--- src/rtl/i2c_txn_sequencer.sv ---
// i2c_txn_sequencer: round-robin I2C transaction engine
// driving the I2C block's Wishbone slave port.
module i2c_txn_sequencer #(
  parameter logic [7:0]  ADR_CTRL     = 8'h02,
  parameter logic [7:0]  ADR_STAT     = 8'h04,
  parameter logic [7:0]  ADR_DATA     = 8'h06,
  parameter logic [7:0]  CTRL_START   = 8'hD0,
  parameter logic [7:0]  CTRL_STOP    = 8'hC0,
  parameter int          STAT_ACK_BIT = 0,
  parameter logic [15:0] TIMEOUT      = 16'd4000
) (
  input  logic        wb_clk_i,
  input  logic        wb_rst_i,
  input  logic [1:0]  req_i,
  input  logic [1:0]  rw_i,
  input  logic [13:0] dev_i,
  input  logic [15:0] wdata_i,
  output logic [1:0]  gnt_o,
  output logic [1:0]  done_o,
  output logic        err_o,
  output logic [7:0]  rdata_o,
  output logic [7:0]  wb_adr_o,
  output logic [7:0]  wb_dat_o,
  output logic        wb_we_o,
  output logic        wb_stb_o,
  output logic        wb_cyc_o,
  input  logic [7:0]  wb_dat_i,
  input  logic        wb_ack_i,
  input  logic        irq
);

  typedef enum logic [3:0] {
    S_IDLE, S_ADDR, S_START, S_WAIT1, S_STAT1,
    S_TXD, S_WAIT2, S_STAT2, S_RXD, S_STOP, S_DONE
  } state_t;

  state_t      state, nx;
  logic        go, ph, pri, rw_q, err_q;
  logic [6:0]  dev_q;
  logic [7:0]  wd_q, rd_q;
  logic [15:0] cnt;
  logic        win, is_wait, to_hit;
  logic        a_rw;
  logic [6:0]  a_dev;
  logic [7:0]  a_wd;

  function automatic logic is_bus(state_t s);
    return (s == S_ADDR) || (s == S_START) ||
           (s == S_STAT1) || (s == S_TXD) ||
           (s == S_STAT2) || (s == S_RXD) ||
           (s == S_STOP);
  endfunction

  function automatic logic [7:0] acc_adr(state_t s);
    case (s)
      S_START, S_STOP:       return ADR_CTRL;
      S_STAT1, S_STAT2:      return ADR_STAT;
      S_ADDR, S_TXD, S_RXD:  return ADR_DATA;
      default:               return 8'h00;
    endcase
  endfunction

  function automatic logic [7:0] acc_dat(
    state_t s, logic [6:0] d, logic r, logic [7:0] w
  );
    case (s)
      S_ADDR:  return {d, r};
      S_START: return CTRL_START;
      S_TXD:   return w;
      S_STOP:  return CTRL_STOP;
      default: return 8'h00;
    endcase
  endfunction

  function automatic logic acc_we(state_t s);
    return (s == S_ADDR) || (s == S_START) ||
           (s == S_TXD) || (s == S_STOP);
  endfunction

  // Winner selection and operand mux (live inputs at grant).
  always_comb begin
    win   = (&req_i) ? pri : req_i[1];
    a_rw  = rw_q;
    a_dev = dev_q;
    a_wd  = wd_q;
    if (state == S_IDLE) begin
      a_rw  = rw_i[win];
      a_dev = win ? dev_i[13:7] : dev_i[6:0];
      a_wd  = win ? wdata_i[15:8] : wdata_i[7:0];
    end
  end

  // Next-state program; ph marks the idle cycle after an ack.
  always_comb begin
    nx      = state;
    go      = 1'b0;
    is_wait = (state == S_WAIT1) || (state == S_WAIT2);
    to_hit  = (cnt == TIMEOUT - 16'd1);
    case (state)
      S_IDLE:  begin go = |req_i; nx = S_ADDR; end
      S_ADDR:  begin go = ph; nx = S_START; end
      S_START: begin go = ph; nx = S_WAIT1; end
      S_WAIT1: begin
        go = irq | to_hit;
        nx = irq ? S_STAT1 : S_STOP;
      end
      S_STAT1: begin
        go = ph;
        nx = err_q ? S_STOP : (rw_q ? S_WAIT2 : S_TXD);
      end
      S_TXD:   begin go = ph; nx = S_WAIT2; end
      S_WAIT2: begin
        go = irq | to_hit;
        nx = irq ? (rw_q ? S_RXD : S_STAT2) : S_STOP;
      end
      S_STAT2: begin go = ph; nx = S_STOP; end
      S_RXD:   begin go = ph; nx = S_STOP; end
      S_STOP:  begin go = ph; nx = S_DONE; end
      S_DONE:  begin go = 1'b1; nx = S_IDLE; end
      default: begin go = 1'b1; nx = S_IDLE; end
    endcase
  end

  // Sequencer state, Wishbone master and requester outputs.
  always_ff @(posedge wb_clk_i) begin
    if (!wb_rst_i) begin
      state    <= S_IDLE;
      ph       <= 1'b0;
      pri      <= 1'b0;
      rw_q     <= 1'b0;
      err_q    <= 1'b0;
      dev_q    <= '0;
      wd_q     <= '0;
      rd_q     <= '0;
      cnt      <= '0;
      gnt_o    <= '0;
      done_o   <= '0;
      err_o    <= 1'b0;
      rdata_o  <= '0;
      wb_adr_o <= '0;
      wb_dat_o <= '0;
      wb_we_o  <= 1'b0;
      wb_stb_o <= 1'b0;
      wb_cyc_o <= 1'b0;
    end else begin
      done_o <= '0;
      if (wb_cyc_o && wb_ack_i) begin
        wb_stb_o <= 1'b0;
        wb_cyc_o <= 1'b0;
        ph       <= 1'b1;
        if (state == S_RXD)
          rd_q <= wb_dat_i;
        if ((state == S_STAT1 || state == S_STAT2) &&
            wb_dat_i[STAT_ACK_BIT])
          err_q <= 1'b1;
      end
      if (is_wait)
        cnt <= cnt + 16'd1;
      if (go) begin
        state <= nx;
        ph    <= 1'b0;
        if (is_bus(nx)) begin
          wb_stb_o <= 1'b1;
          wb_cyc_o <= 1'b1;
          wb_adr_o <= acc_adr(nx);
          wb_dat_o <= acc_dat(nx, a_dev, a_rw, a_wd);
          wb_we_o  <= acc_we(nx);
        end
        if (nx == S_WAIT1 || nx == S_WAIT2)
          cnt <= '0;
        if (is_wait && !irq)
          err_q <= 1'b1;
        case (state)
          S_IDLE: begin
            gnt_o <= win ? 2'b10 : 2'b01;
            pri   <= ~win;
            rw_q  <= a_rw;
            dev_q <= a_dev;
            wd_q  <= a_wd;
            err_q <= 1'b0;
          end
          S_STOP: begin
            done_o  <= gnt_o;
            err_o   <= err_q;
            rdata_o <= (rw_q && !err_q) ? rd_q : 8'h00;
          end
          S_DONE:  gnt_o <= '0;
          default: ;
        endcase
      end
    end
  end

endmodule

--- config.mk ---
export PLATFORM = sky130hd
export DESIGN_NAME = i2c_txn_sequencer
export DESIGN_NICKNAME = d
export VERILOG_FILES = /design/src/rtl/i2c_txn_sequencer.sv
export SDC_FILE = /design/constraint.sdc
export NUM_CORES = 1
export LEC_CHECK = 0
export CAP_MARGIN = 40
export CELL_PAD_IN_SITES_DETAIL_PLACEMENT = 1
export CELL_PAD_IN_SITES_GLOBAL_PLACEMENT = 2
export CORE_ASPECT_RATIO = 0.8
export CORE_UTILIZATION = 29
export CTS_CLUSTER_DIAMETER = 60
export DETAILED_ROUTE_END_ITERATION = 7
export PLACE_DENSITY = 0.91
export REMOVE_ABC_BUFFERS = 1
export SYNTH_ARGS = -nofsm -noshare
export SYNTH_HDL_FRONTEND = slang
export SYNTH_SLANG_ARGS = --single-unit
--- constraint.sdc ---
create_clock -name wb_clk_i -period 2.8 [get_ports wb_clk_i]
set_clock_uncertainty 0.05 [all_clocks]
set_input_delay 0.56 -clock wb_clk_i [delete_from_list [all_inputs] [get_ports wb_clk_i]]
set_output_delay 0.56 -clock wb_clk_i [all_outputs]
set_load 0.005 [all_outputs]
==> flow_metrics.env <==
export IMPL_rsz0062_at_grt="false"
export IMPL_cts_root_buf="clkbuf_16"
export IMPL_end_kind="flop"
export IMPL_syn_inst=419
export IMPL_reg2reg_from="state[1]$_SDFFE_PN0N_"
export IMPL_numCtsBuffers=9
export IMPL_dr_first_iter_drc_count=158
export IMPL_r2r_slack_ps=140
export IMPL_ys_flop_type="dfxtp_1"
export IMPL_coreArea_um2=11500
export IMPL_synth_cell_types=59
export IMPL_gp_congestion=0.794
export IMPL_power_density_nw_per_um2=956
export IMPL_layout_nets=550
export IMPL_syn_area_um2=3440
export IMPL_routedWlPerCell_um=16.4
export IMPL_crit_path_end="wb_dat_o[0]$_SDFFE_PN0P_"
export IMPL_fmax_mhz=376
export IMPL_viasPerCell=5.25
export IMPL_ff2ff_path_depth=7
export IMPL_slew_violations=0
export IMPL_final_cell_mix="nor2_1 (70), clkdlybuf4s50_1 (70), dfxtp_1 (65), buf_4 (31), nand2_1 (29)"
export IMPL_hold_ws_ps=402
export IMPL_grt_overflow_total=0
export IMPL_hold_viol_final=0
export IMPL_io_pins=78
export IMPL_diodes=0
export IMPL_vdd_drop_max_mv=0.371
export IMPL_synth_seq_cells=66
export IMPL_relSlewSlack=0.646
export IMPL_io_buffers=71
export IMPL_clk_latency_ps=330
export IMPL_firstDrtPassIters=4
export IMPL_fp_row_count=35
export IMPL_clkTransAtPathRegs_ps=50
export IMPL_initial_core_util=0.298
export IMPL_cts_buffer_depth=2
export IMPL_p_leak_nw=1.77
export IMPL_drcViolationCount=0
export IMPL_htreeDepth=3
export IMPL_cp_startpoint="state[1]$_SDFFE_PN0N_"
export IMPL_cts_tree="yes"
export IMPL_dp_cells=640
export IMPL_min_period_over_period=0.951
export IMPL_ant_nets=0
export IMPL_outcome="finished, final reports clean"
export IMPL_setup_violations=0
export IMPL_die_w_um=124
export IMPL_worst_path_max_fanout=13
export IMPL_drive_gt1_frac=0.116
export IMPL_period_needed_ps=2660
export IMPL_vias=3445
export IMPL_drv_cap=0
export IMPL_fin_cells=656
export IMPL_hp_class="flop to flop"
export IMPL_postCtsHoldBufs=0
export IMPL_seq_area_frac_synth=0.384
export IMPL_synthToLayoutAreaGrowth_pct=39.6
export IMPL_reg2reg_to="wb_dat_o[0]$_SDFFE_PN0P_"
export IMPL_syn_area_per_cell_um2=8.20
export IMPL_cts_sinks=66
export IMPL_worstMarginPinSlew_ps=526
export IMPL_fin_util=0.417
export IMPL_grt_total_usage=0.185
export IMPL_die_h_um=99.4
export IMPL_post_dp_hpwl_mm=7.98
export IMPL_grt_max_degree=31
export IMPL_required_ps=3000
export IMPL_fp_dieArea_um2=12300
export IMPL_dpl_cell_area_um2=4430
export IMPL_yosys_warnings=0
export IMPL_async_flop_share=0
export IMPL_antenna_found_initial=0
export IMPL_crit_path_start_kind="flop"
export IMPL_final_fill_count=1365
export IMPL_arrival_ps=2870
export IMPL_grt_pass1_vias=3505
export IMPL_synth_edf_count=0
export IMPL_final_cell_area_um2=4800
export IMPL_wirelength_mm=10.8
export IMPL_crit_type="flop to flop"
export IMPL_grt_pass1_wl_mm=17.5
metrics by stage:
| stage | setup WS (ps) | TNS, ps | power (mW) |
|---|---|---|---|
| finish | 137 | 0 | 4.59 |
| global placement | -146 | -1300 | 3.10 |
| CTS | 93.4 | 0 | 4.62 |
| global route | 1.64 | 0 | 4.87 |
| detailed placement | -213 | -2110 | 3.19 |
| floorplan | -146 | -2440 | 2.31 |
how the worst min path moves through the flow:
| stage | to | slack (ps) | start | cells after the start |
|---|---|---|---|---|
| 6_report | rdata_o[5]$_SDFFE_PN0P_ | 400 | rdata_o[5]$_SDFFE_PN0P_ | 2 |
| 5_1_grt | rdata_o[5]$_SDFFE_PN0P_ | 420 | rdata_o[5]$_SDFFE_PN0P_ | 2 |
| 4_1_cts | rdata_o[5]$_SDFFE_PN0P_ | 400 | rdata_o[5]$_SDFFE_PN0P_ | 2 |
| 3_5_place_dp | rdata_o[5]$_SDFFE_PN0P_ | 400 | rdata_o[5]$_SDFFE_PN0P_ | 2 |
| 3_3_place_gp | rdata_o[6]$_SDFFE_PN0P_ | 390 | rdata_o[6]$_SDFFE_PN0P_ | 2 |
| 2_1_floorplan | rdata_o[0]$_SDFFE_PN0P_ | 400 | rd_q[0]$_SDFFE_PN0P_ | 2 |
registers in the layout, summed over array words and instances, names as in the netlist:
| register | cells |
|---|---|
| gnt_o | 2 |
| pri | 1 |
| cnt | 16 |
| rw_q | 1 |
| wd_q | 8 |
| wb_we_o | 1 |
| err_q | 1 |
| done_o | 2 |
| rd_q | 8 |
| wb_adr_o | 2 |
| err_o | 1 |
| wb_dat_o | 8 |
| rdata_o | 8 |
| wb_cyc_o | 1 |
| state | 4 |
| wb_stb_o | 1 |
| ph | 1 |
routing by layer:
metal | global-route usage | wire length (um) | share of wire
met1 | 0.235 | 4890 | 0.45
met2 | 0.307 | 5090 | 0.47
met3 | 0.0430 | 638 | 0.059
met4 | 0.0612 | 162 | 0.015
met5 | 0 | 0 | 0
timing repair:
item                       CTS  global route
hold endpoints to repair     0             0
setup endpoints to repair    0             4
gates resized for setup      0             2
setup buffers                0             0
cells in the mapped netlist (2+ instances only):
| library cell | count | area, um2 |
|---|---|---|
| a311oi_1 | 8 | 70.1 |
| buf_4 | 6 | 45.0 |
| nor2b_1 | 7 | 43.8 |
| a31oi_1 | 12 | 75.1 |
| mux2i_1 | 14 | 140 |
| nor4_2 | 2 | 25.0 |
| a221oi_1 | 2 | 17.5 |
| o31a_1 | 3 | 26.3 |
| o21ai_0 | 15 | 75.1 |
| buf_2 | 8 | 40.0 |
| nor3_1 | 7 | 35.0 |
| a21oi_1 | 27 | 135 |
| and3_1 | 6 | 37.5 |
| a21o_1 | 2 | 15.0 |
| o2111ai_1 | 5 | 43.8 |
| or2_2 | 2 | 12.5 |
| xnor2_1 | 7 | 61.3 |
| nand2_1 | 29 | 109 |
| inv_1 | 3 | 11.3 |
| nor2_1 | 70 | 263 |
| or3_1 | 7 | 43.8 |
| clkbuf_1 | 18 | 67.6 |
| dfxtp_1 | 66 | 1320 |
| xor2_1 | 11 | 96.3 |
| nand2b_1 | 7 | 43.8 |
| buf_6 | 4 | 45.0 |
| nand4_1 | 3 | 18.8 |
| nand3b_1 | 11 | 82.6 |
| nand3_1 | 16 | 80.1 |
| nor4_1 | 2 | 12.5 |
| a32oi_1 | 4 | 35.0 |
| a211oi_1 | 8 | 60.1 |
cells by family (layout without fill, tap and decap cells):
logic type / Yosys count / in the layout / share of synthesized area
xor gates and xnor gates: 18 / 18 / 0.0459
DFF: 66 / 66 / 0.384
and+or+nand+nor: 181 / 181 / 0.268
other: 1 / 6 / 0.00109
AOI/OAI and AO/OA: 98 / 98 / 0.194
adders and majority gates: 1 / 1 / 0.00364
muxes: 14 / 14 / 0.0408
buffers and inverters: 40 / 124 / 0.0619
critical path, stage by stage, from the launching register on:
cell and delay [ps]:
dfxtp_1 590, nand2b_2 250, a21oi_2 80, or4_4 570, o32a_1 370, buf_4 180, or3_1 350, a21oi_1 160
cell type report:
class                   count  area [um2]  area share
flip-flops and latches     66        1320       0.276
repair buffers            104         986       0.205
clock buffers              11         243      0.0506
multi-input cells         318        1920       0.401
inverters                   4        15.0     0.00313
clock inverters             5         125      0.0261
well taps                 148         185      0.0386
power breakdown:
part,switching (mW),total (mW),leakage (nW),internal (mW)
Combinational,1.06,1.92,1.06,0.860
Sequential,0.162,1.28,0.537,1.12
Clock,0.410,1.39,0.180,0.983
Power figures use the tool's default switching activity.
